==> src/rtl/pc_sequencer_if.sv <==
// pc_sequencer_if: control and address bundle between a fetch controller and pc_sequencer.
//   master : drives stall/branch/jump/call/ret requests and targets, reads PC and RAS status
//   slave  : the sequencer; consumes the requests, produces pc_out/pc_plus/pc_next and
//            the ras_empty/ras_full/ret_fault status
// ADDR_W must match the ADDR_W of the attached pc_sequencer.
interface pc_sequencer_if #(
   parameter int ADDR_W = 32
);
   logic              stall;
   logic              branch_taken;
   logic [ADDR_W-1:0] branch_target;
   logic              jump;
   logic              call;
   logic [ADDR_W-1:0] jump_target;
   logic              ret;
   logic [ADDR_W-1:0] pc_out;
   logic [ADDR_W-1:0] pc_plus;
   logic [ADDR_W-1:0] pc_next;
   logic              ras_empty;
   logic              ras_full;
   logic              ret_fault;

   modport master (
      output stall, branch_taken, branch_target, jump, call, jump_target, ret,
      input  pc_out, pc_plus, pc_next, ras_empty, ras_full, ret_fault
   );

   modport slave (
      input  stall, branch_taken, branch_target, jump, call, jump_target, ret,
      output pc_out, pc_plus, pc_next, ras_empty, ras_full, ret_fault
   );
endinterface

==> src/rtl/pc_sequencer.sv <==
// pc_sequencer: program-counter unit. Registers the fetch address and selects the next
// one from sequential step, branch, jump, call or return.
//   clk  : clock, all state changes on posedge
//   rst  : synchronous active-high reset (pc_out=RESET_VEC, RAS cleared, no fault)
//   bus  : pc_sequencer_if.slave
//          inputs  stall, branch_taken, branch_target, jump, call, jump_target, ret
//          outputs pc_out (registered), pc_plus (pc_out+STEP), pc_next (next pc_out),
//                  ras_empty, ras_full, ret_fault (registered 1-cycle pulse)
// Priority each cycle: rst > stall > ret > call > jump > branch_taken > sequential.
// Build option: define PC_RAS_EN to build the return-address stack (RAS_DEPTH entries,
// circular, oldest entry dropped on overflow). Without it call acts as jump, ret always
// takes the empty-stack path, ras_empty=1 and ras_full=0.
module pc_sequencer #(
   parameter int ADDR_W    = 32,
   parameter int STEP      = 1,
   parameter int RESET_VEC = 0,
   parameter int RAS_DEPTH = 4
) (
   input  logic            clk,
   input  logic            rst,
   pc_sequencer_if.slave   bus
);

   localparam logic [ADDR_W-1:0] STEP_V  = ADDR_W'(STEP);
   localparam logic [ADDR_W-1:0] RESET_V = ADDR_W'(RESET_VEC);

   if (RAS_DEPTH < 2) begin : g_bad_depth
      $error("pc_sequencer: RAS_DEPTH must be at least 2");
   end

   logic [ADDR_W-1:0] pc_q;
   logic [ADDR_W-1:0] pc_plus_c;
   logic [ADDR_W-1:0] pc_next_c;
   logic              ret_fault_q;
   logic              ras_empty_c;
   logic              ras_full_c;
   logic              ret_pop;
   logic [ADDR_W-1:0] ras_top;

   assign pc_plus_c = pc_q + STEP_V;

`ifdef PC_RAS_EN
   localparam int PTR_W = $clog2(RAS_DEPTH);
   localparam int CNT_W = $clog2(RAS_DEPTH + 1);
   localparam logic [PTR_W-1:0] PTR_MAX = PTR_W'(RAS_DEPTH - 1);
   localparam logic [CNT_W-1:0] CNT_MAX = CNT_W'(RAS_DEPTH);

   logic [ADDR_W-1:0] ras_mem [RAS_DEPTH];
   logic [PTR_W-1:0]  wr_ptr;     // next free slot; top of stack is the slot below it
   logic [CNT_W-1:0]  ras_cnt;
   logic [PTR_W-1:0]  top_ptr;
   logic [PTR_W-1:0]  inc_ptr;

   // explicit wrap so non-power-of-two depths stay circular
   assign top_ptr     = (wr_ptr == '0)      ? PTR_MAX : wr_ptr - 1'b1;
   assign inc_ptr     = (wr_ptr == PTR_MAX) ? '0      : wr_ptr + 1'b1;
   assign ras_empty_c = (ras_cnt == '0);
   assign ras_full_c  = (ras_cnt == CNT_MAX);
   assign ras_top     = ras_mem[top_ptr];
   assign ret_pop     = bus.ret && !ras_empty_c;

   always_ff @(posedge clk) begin
      if (rst) begin
         wr_ptr  <= '0;
         ras_cnt <= '0;
      end else if (!bus.stall) begin
         if (ret_pop && bus.call) begin
            // tail return: reuse the popped slot for the new link, depth unchanged
            ras_mem[top_ptr] <= pc_plus_c;
         end else if (ret_pop) begin
            wr_ptr  <= top_ptr;
            ras_cnt <= ras_cnt - 1'b1;
         end else if (bus.call) begin
            // when full this overwrites the oldest entry; count saturates
            ras_mem[wr_ptr] <= pc_plus_c;
            wr_ptr          <= inc_ptr;
            if (!ras_full_c) begin
               ras_cnt <= ras_cnt + 1'b1;
            end
         end
      end
   end
`else
   assign ras_empty_c = 1'b1;
   assign ras_full_c  = 1'b0;
   assign ret_pop     = 1'b0;
   assign ras_top     = '0;
`endif

   always_comb begin
      pc_next_c = pc_plus_c;
      if (rst) begin
         pc_next_c = RESET_V;
      end else if (bus.stall) begin
         pc_next_c = pc_q;
      end else if (bus.ret) begin
         pc_next_c = ret_pop ? ras_top : pc_plus_c;
      end else if (bus.call || bus.jump) begin
         pc_next_c = bus.jump_target;
      end else if (bus.branch_taken) begin
         pc_next_c = bus.branch_target;
      end
   end

   always_ff @(posedge clk) begin
      if (rst) begin
         pc_q        <= RESET_V;
         ret_fault_q <= 1'b0;
      end else begin
         pc_q        <= pc_next_c;
         ret_fault_q <= !bus.stall && bus.ret && ras_empty_c;
      end
   end

   assign bus.pc_out    = pc_q;
   assign bus.pc_plus   = pc_plus_c;
   assign bus.pc_next   = pc_next_c;
   assign bus.ras_empty = ras_empty_c;
   assign bus.ras_full  = ras_full_c;
   assign bus.ret_fault = ret_fault_q;

endmodule

==> src/flat_wrapper.sv <==
// flat-port wrapper written by rule: the top's interface ports become plain ports
module pc_sequencer_flat 
#(
   parameter int ADDR_W    = 32,
   parameter int STEP      = 1,
   parameter int RESET_VEC = 0,
   parameter int RAS_DEPTH = 4
)
  (clk, rst, bus_stall, bus_branch_taken, bus_branch_target, bus_jump, bus_call, bus_jump_target, bus_ret, bus_pc_out, bus_pc_plus, bus_pc_next, bus_ras_empty, bus_ras_full, bus_ret_fault);
  pc_sequencer_if #(.ADDR_W(ADDR_W)) bus_i ();
  input  logic clk;
  input  logic rst;
  input wire logic [$bits(bus_i.stall)-1:0] bus_stall;
  input wire logic [$bits(bus_i.branch_taken)-1:0] bus_branch_taken;
  input wire logic [$bits(bus_i.branch_target)-1:0] bus_branch_target;
  input wire logic [$bits(bus_i.jump)-1:0] bus_jump;
  input wire logic [$bits(bus_i.call)-1:0] bus_call;
  input wire logic [$bits(bus_i.jump_target)-1:0] bus_jump_target;
  input wire logic [$bits(bus_i.ret)-1:0] bus_ret;
  output wire logic [$bits(bus_i.pc_out)-1:0] bus_pc_out;
  output wire logic [$bits(bus_i.pc_plus)-1:0] bus_pc_plus;
  output wire logic [$bits(bus_i.pc_next)-1:0] bus_pc_next;
  output wire logic [$bits(bus_i.ras_empty)-1:0] bus_ras_empty;
  output wire logic [$bits(bus_i.ras_full)-1:0] bus_ras_full;
  output wire logic [$bits(bus_i.ret_fault)-1:0] bus_ret_fault;
  assign bus_i.stall = bus_stall;
  assign bus_i.branch_taken = bus_branch_taken;
  assign bus_i.branch_target = bus_branch_target;
  assign bus_i.jump = bus_jump;
  assign bus_i.call = bus_call;
  assign bus_i.jump_target = bus_jump_target;
  assign bus_i.ret = bus_ret;
  assign bus_pc_out = bus_i.pc_out;
  assign bus_pc_plus = bus_i.pc_plus;
  assign bus_pc_next = bus_i.pc_next;
  assign bus_ras_empty = bus_i.ras_empty;
  assign bus_ras_full = bus_i.ras_full;
  assign bus_ret_fault = bus_i.ret_fault;
  pc_sequencer #(.ADDR_W(ADDR_W), .STEP(STEP), .RESET_VEC(RESET_VEC), .RAS_DEPTH(RAS_DEPTH)) u_core (.clk(clk), .rst(rst), .bus(bus_i));
endmodule
==> config.mk <==
export PLATFORM = sky130hd
export DESIGN_NAME = pc_sequencer_flat
export DESIGN_NICKNAME = d
export VERILOG_FILES = /design/src/rtl/pc_sequencer_if.sv /design/src/rtl/pc_sequencer.sv /design/src/flat_wrapper.sv
export SDC_FILE = /design/constraint.sdc
export NUM_CORES = 1
export LEC_CHECK = 0
export CELL_PAD_IN_SITES_DETAIL_PLACEMENT = 0
export CELL_PAD_IN_SITES_GLOBAL_PLACEMENT = 2
export CORE_AREA = 4 4 130 132
export CTS_BUF_LIST = sky130_fd_sc_hd__clkbuf_4 sky130_fd_sc_hd__clkbuf_8
export DETAILED_ROUTE_END_ITERATION = 6
export DIE_AREA = 0 0 134 136
export PLACE_DENSITY_LB_ADDON = 0.15
export RECOVER_POWER = 50
export REMOVE_ABC_BUFFERS = 1
export SYNTH_ARGS = -nofsm -noshare
export SYNTH_HDL_FRONTEND = slang
export SYNTH_SLANG_ARGS = --single-unit
==> constraint.sdc <==
create_clock -name clk -period 3.7 [get_ports clk]
set_clock_uncertainty 0.05 [all_clocks]
set_input_delay 0.925 -clock clk [delete_from_list [all_inputs] [get_ports clk]]
set_output_delay 0.925 -clock clk [all_outputs]
set_load 0.1 [all_outputs]
==> out/metrics.csv, run 1 <==
stage,metric,value,unit
power,p_per_area,290,nW/um^2
setup_path,critPathTopFamily,buffers and inverters,
outcome,status,"finished, final reports clean",
synth,synth_warnings,0,
synth,ys.flop_type,dfxtp_1,
cells_and_area,final_cell_mix,"buf_4 (107), clkdlybuf4s50_1 (64), nand2_1 (60), buf_12 (60), a21oi_1 (48)",
clock_network,h-tree-depth,2,
routing,drtIter0Drc,205,
synth,syn_area,3120,um^2
routing,via_per_inst,4.86,
routing,drt_first_pass_iters,4,
routing,drc,0,
clock_network,ctsLongestPathBuffers,2,
setup_path,slowest_delay,0.50,ns
power,leakage,2.45,nW
hold_path,hold_class,reg -> reg,
power,ir_drop,0.157,mV
grt,grt-ovfl-total,0,
synth,synthArstFlopShare,0,
floorplan,die_h,136,um
setup_path,crit_required,2.72,ns
cells_and_area,drive_gt1_frac,0.321,
run,maxCapViolations,0,
sta,fin_crit,3.62,ns
cells_and_area,fillerInstances,1620,
sta,finalSetupViolCount,0,
cells_and_area,fin_nets,772,
synth,synth.top_cell.area_share,0.212,
routing,detail-route-antenna-nets,0,
placement,pre_cts_slack,-0.446,ns
sta,relSlewSlack,0.194,
sta,tightestPinTransition,1.21,ns
clock_network,cts.sinks,33,
sta,max_freq,277,MHz
routing,wl_per_cell,17.9,um
cells_and_area,register_area,667,um^2
sta,drv_slew,0,
placement,routabilityCongestion,0.780,
sta,hold_viol,0,
placement,place_hpwl,12600,um
floorplan,rows,46,
cells_and_area,stdcell_count,916,
floorplan,dieWidth,134,um
cells_and_area,layout_commonest_cell,buf_4,
synth,yosys-top-cells-area,"dfxtp_1 (21%), a21oi_1 (8.5%), nand2_1 (7.2%), nand3_1 (5.6%), xnor2_1 (5.1%)",
grt,antenna_found_initial,0,
sta,min_period_over_period,0.977,
floorplan,start_util,0.198,
setup_path,cp.arrival,2.64,ns
grt,grt_pass1_wl,25000,um
clock_network,root_buffer,clkbuf_8,
cells_and_area,area_delta_synth_final,104,%
placement,io_buffers,167,
floorplan,core-area,15700,um^2
cells_and_area,final_core_utilization,0.405,
setup_path,crit_fanout,7,
setup_path,path_cells,clkbuf_1 -> buf_4 -> nor2_4 -> buf_12 -> clkbuf_16 -> nand3b_1 -> o21ai_0 -> a2111oi_0 -> buf_4 -> buf_12,
synth,syn_avg_cell_area,6.79,um^2
synth,ys_ff_latch,33,
placement,dp.cells,899,
floorplan,io_pins,170,
synth,synth-edff-count,0,
setup_path,startpoint_type,input port,
setup_path,crit_type,in -> out,
synth,yosysTopAreaCell,dfxtp_1,
setup_path,critPathSlowestCell,a2111oi_0,
floorplan,die-area,18200,um^2
clock_network,worstSkewPairLatency,0.28,ns
clock_network,cts_made_buffers,5,
synth,synthCells,459,
grt,grt_max_degree,23,
synth,ys_seq_area_frac,0.212,
grt,grt_pass1_vias,4562,
clock_network,clk_pin_slew,0.08,ns
grt,grtUsageTotal,0.171,
cells_and_area,n_antenna_cell,0,
setup_path,cp-end-kind,primary output,
cells_and_area,multi_input_area,2420,um^2
routing,num_vias,4453,
synth,synth_cell_type_count,52,
setup_path,r2r_slack,1.44,ns
clock_network,cts_tree,done,
setup_path,cp_num_buf_inv,6,
routing,totalWireLength,16400,um
sta,timing.final.ws_setup,0.0841,ns
where the power goes:
group	internal, mW	switching (mW)
registers	0.379	0.0232
logic	0.379	0.763
clock network	0.155	0.146
cell families (layout without fill, tap and decap cells):
family | Yosys count | after routing | synth area share
other | 2 | 2 | 0.00241
buffers and inverters | 50 | 290 | 0.0662
AO/OA/AOI/OAI | 138 | 138 | 0.277
flip-flops | 33 | 33 | 0.212
multiplexers | 13 | 13 | 0.0421
adder cells (fa/ha/maj) | 1 | 1 | 0.00401
XOR/XNOR | 29 | 29 | 0.0815
AND/OR/NAND/NOR | 193 | 194 | 0.315
worst reg2reg max path, stage by stage, from the launching register on:
cell     delay [ns]
dfxtp_2        0.35
nand4_4        0.11
buf_4          0.17
nor4_1         0.42
buf_4          0.22
mux2_2         0.32
o21ai_0        0.27
buf_4          0.17
a21oi_1        0.05
synth_stat cells (3+ instances only):
cell type	instances
o21ai_0	21
a31oi_1	13
a2111oi_0	5
xor2_1	11
nor4_1	9
dfxtp_1	33
inv_1	5
and2_1	5
nor3b_1	4
mux2i_1	12
o22ai_1	4
clkbuf_1	36
or3_1	3
or4_1	5
o32ai_1	6
and3_1	9
buf_2	3
nand3_1	35
nor2_1	17
a21oi_1	53
o21a_1	3
nand4_1	7
a211oi_1	5
nand2_1	60
xnor2_1	18
nor3_1	26
o211ai_1	12
or2_2	5
worst paths after layout:
path / startpoint / to / depth (start not counted)
hold reg to reg: u_core.bus.pc_out[20] / u_core.bus.pc_out[20] / 2
setup reg to reg: u_core.bus.pc_out[2] / u_core.bus.pc_out[13] / 8
hold / removal: u_core.bus.pc_out[20] / u_core.bus.pc_out[20] / 2
setup / recovery: bus_jump / bus_pc_next[14] / 10
per-layer routing:
metal	up-vias	routed length, um	global-route usage	part of all wire
met1	2107	7550	0.230	0.46
met4	0	174	0.0303	0.011
li1	2183	-	-	-
met2	151	7630	0.286	0.46
met5	-	0	0	0
met3	12	1060	0.0381	0.064
metrics by stage:
stage / hold slack (ns) / area (um^2) / TNS [ns] / total power, mW
6_report: 0.521 / 6370 / 0 / 1.85
4_1_cts: 0.561 / 6330 / -0.0124 / 1.86
3_5_place_dp: 0.548 / 6130 / -10.24 / 1.54
3_3_place_gp: 0.539 / 6130 / -9.67 / 1.54
2_1_floorplan: 0.909 / 2940 / -83.51 / 1.07
5_1_grt: 0.573 / 6370 / -0.0121 / 1.92
registers in the layout, indices dropped and copies added (netlist names):
register	cells
u_core.bus.pc_out	32
u_core.bus.ret_fault	1
area by class of cell:
type                            instances  area share
Inverter                                7     0.00413
Sequential cell                        33       0.105
Tap cell                              216      0.0424
Timing Repair Buffer                  276       0.455
Multi-Input combinational cell        377       0.379
Clock buffer                            7      0.0141
repair_timing:
action / 4_1_cts / 5_1_grt
setup endpoints to repair: 32 / 31
hold buffers: 0 / 0
cloned: 1 / 2
buffers inserted: 2 / 5
pin swaps: 8 / 11
gates resized for setup: 30 / 24
Note: power is estimated with default switching activity, not from simulation.
==> run 2: changes to the inputs <==
--- a/config.mk
+++ b/config.mk
@@ -5,12 +5,14 @@
 export SDC_FILE = /design/constraint.sdc
 export NUM_CORES = 1
 export LEC_CHECK = 0
+export CAP_MARGIN = 20
 export CELL_PAD_IN_SITES_DETAIL_PLACEMENT = 0
 export CELL_PAD_IN_SITES_GLOBAL_PLACEMENT = 2
 export CORE_AREA = 4 4 130 132
 export CTS_BUF_LIST = sky130_fd_sc_hd__clkbuf_4 sky130_fd_sc_hd__clkbuf_8
 export DETAILED_ROUTE_END_ITERATION = 6
 export DIE_AREA = 0 0 134 136
+export GPL_TIMING_DRIVEN = 0
 export PLACE_DENSITY_LB_ADDON = 0.15
 export RECOVER_POWER = 50
 export REMOVE_ABC_BUFFERS = 1
==> out/metrics.csv, run 2 (synthesis results as in run 1) <==
stage,metric,value,unit,change
routing,totalWireLength,16000,um,-2.4%
setup_path,cp-end-kind,primary output,,
routing,drtIter0Drc,248,,+21%
cells_and_area,stdcell_count,850,,-7.2%
grt,grt_pass1_vias,4299,,-5.8%
clock_network,worstSkewPairLatency,0.30,ns,+0.02 ns
setup_path,crit_fanout,7,,unchanged
routing,drc,0,,unchanged
power,swShare,0.529,,+0.0243
power,p_per_area,311,nW/um^2,+7.4%
grt,grt_util_met2,0.294,,+0.00814
hold_path,hold_class,reg -> reg,,
sta,finalSetupViolCount,0,,unchanged
setup_path,cp.arrival,2.67,ns,+0.03 ns
routing,num_vias,4198,,-5.7%
clock_network,cts.sinks,33,,unchanged
cells_and_area,fillerInstances,1650,,+1.9%
clock_network,root_buffer,clkbuf_8,,
cells_and_area,n_antenna_cell,0,,unchanged
sta,max_freq,274,MHz,-0.80%
cells_and_area,layout_commonest_cell,clkdlybuf4s50_1,,
power,power.internal,816,uW,-11%
setup_path,critPathSlowestCell,clkdlybuf4s50_1,,
power,comb_power_share,0.568,,-0.051
floorplan,dieWidth,134,um,unchanged
grt,grtUsageMet3,0.0459,,+0.00777
placement,pre_cts_slack,-2.73,ns,-2.28 ns
routing,detail-route-antenna-nets,0,,unchanged
grt,grt_pass1_wl,24700,um,-1.2%
floorplan,io_pins,170,,unchanged
grt,use_met1,0.223,,-0.00762
setup_path,cp_num_buf_inv,2,,-4
power,pwr-share-clk,0.190,,+0.027
cells_and_area,fin_nets,705,,-8.7%
setup_path,crit_required,2.72,ns,about the same
routing,wl_per_cell,18.8,um,+5.2%
sta,tightestPinTransition,1.02,ns,-0.191 ns
floorplan,start_util,0.198,,unchanged
placement,io_buffers,167,,unchanged
placement,dp.cells,802,,-11%
setup_path,slowest_delay,1.19,ns,+0.69 ns
outcome,status,"finished, final reports clean",,
clock_network,cts_made_buffers,5,,unchanged
sta,hold_viol,0,,unchanged
cells_and_area,register_area,714,um^2,+7.1%
routing,via_per_inst,4.94,,+1.6%
floorplan,die-area,18200,um^2,unchanged
grt,antenna_found_initial,0,,unchanged
power,p_sw,917,uW,-1.6%
setup_path,critPathTopFamily,buffers and inverters,,
power,ir_drop,0.129,mV,-18%
clock_network,h-tree-depth,2,,unchanged
setup_path,crit_type,reg -> out,,
clock_network,cts-hold-fix-buffers,0,,unchanged
grt,grtUsageTotal,0.173,,+0.00179
setup_path,path_cells,buf_4 -> and4_2 -> nand2_1 -> xnor2_1 -> clkdlybuf4s50_1,,
sta,drv_slew,0,,unchanged
clock_network,ctsLongestPathBuffers,2,,unchanged
run,maxCapViolations,0,,unchanged
placement,routabilityCongestion,0.724,,-7.1%
sta,relSlewSlack,0.316,,+0.122
cells_and_area,final_cell_area,5570,um^2,-13%
clock_network,clk_pin_slew,0.09,ns,about the same
cells_and_area,largest_reg_flops,32,,unchanged
cells_and_area,drive_gt1_frac,0.263,,-0.0580
floorplan,rows,46,,unchanged
routing,drt_first_pass_iters,4,,unchanged
grt,grt-busiest-layer,met2,,
floorplan,core-area,15700,um^2,unchanged
power,leakage,2.05,nW,-16%
floorplan,die_h,136,um,unchanged
cells_and_area,multi_input_area,2480,um^2,+2.5%
grt,grt_max_degree,31,,+35%
power,seq_power_share,0.243,,+0.025
cells_and_area,final_cell_mix,"clkdlybuf4s50_1 (106), nand2_1 (56), a21oi_1 (52), buf_4 (49), nand3_1 (33)",,
cells_and_area,area_delta_synth_final,78.6,%,
sta,fin_crit,3.65,ns,+0.0293 ns
sta,timing.final.ws_setup,0.0549,ns,-0.0293 ns
sta,setup_tns,0,ns,unchanged
sta,min_period_over_period,0.985,,+0.00791
placement,place_hpwl,10800,um,-14%
clock_network,cts_tree,done,,
setup_path,startpoint_type,register,,
grt,grt-ovfl-total,0,,unchanged
placement,place_area,4950,um^2,-19%
run 2: through the flow:
step	hold slack, ns	power, mW	util
floorplan	0.909	1.07	-
global placement	0.501	1.36	0.311
detailed placement	0.503	1.37	0.315
CTS	0.486	1.74	0.342
global route	0.528	1.82	0.354
finish	0.486	1.73	0.354
run 2: routing by layer:
| layer | share of wire | up-vias | wire length, um |
|---|---|---|---|
| li1 | - | 2060 | - |
| met3 | 0.068 | 12 | 1090 |
| met5 | 0 | - | 0 |
| met2 | 0.48 | 130 | 7660 |
| met4 | 0.011 | 0 | 178 |
| met1 | 0.44 | 1996 | 7090 |
run 2: final cells by class:
type	count	share of cell area
inverters	7	0.00629
clock buffers	7	0.0173
clock inverters	1	0.000899
well taps	216	0.0485
flip-flops and latches	33	0.128
repair buffers	206	0.354
multi-input cells	380	0.445
run 2: final timing paths:
kind                        startpoint               endpoint  slack, ns  depth (start not counted)
setup reg to reg  u_core.bus.pc_out[4]  u_core.bus.pc_out[27]       1.35                          6
hold reg to reg   u_core.bus.pc_out[8]   u_core.bus.pc_out[8]       0.49                          2
setup / recovery  u_core.bus.pc_out[3]         bus_pc_plus[6]       0.05                          5
hold / removal    u_core.bus.pc_out[8]   u_core.bus.pc_out[8]       0.49                          2
run 2: power by group through the flow:
stage          Combinational (mW)  Sequential [mW]  Clock [mW]
6_report                    0.984            0.421       0.329
5_1_grt                      1.03            0.426       0.361
4_1_cts                     0.971            0.421       0.343
3_5_place_dp                0.936            0.432           0
3_3_place_gp                0.929            0.431           0
2_1_floorplan               0.487            0.584           0
run 2: worst min-delay path, cell delays in order, from the launching register on:
cell and delay [ns]:
dfxtp_2 0.36, nand2_1 0.08, a21oi_1 0.06
run 2: repair_timing:
item | in CTS | in global routing
pin swaps | 13 | 8
resized for setup | 343 | 48
setup buffers | 22 | 14
setup endpoints to repair | 62 | 40
cloned | 4 | 0
endpoints found under the hold margin | 0 | 0
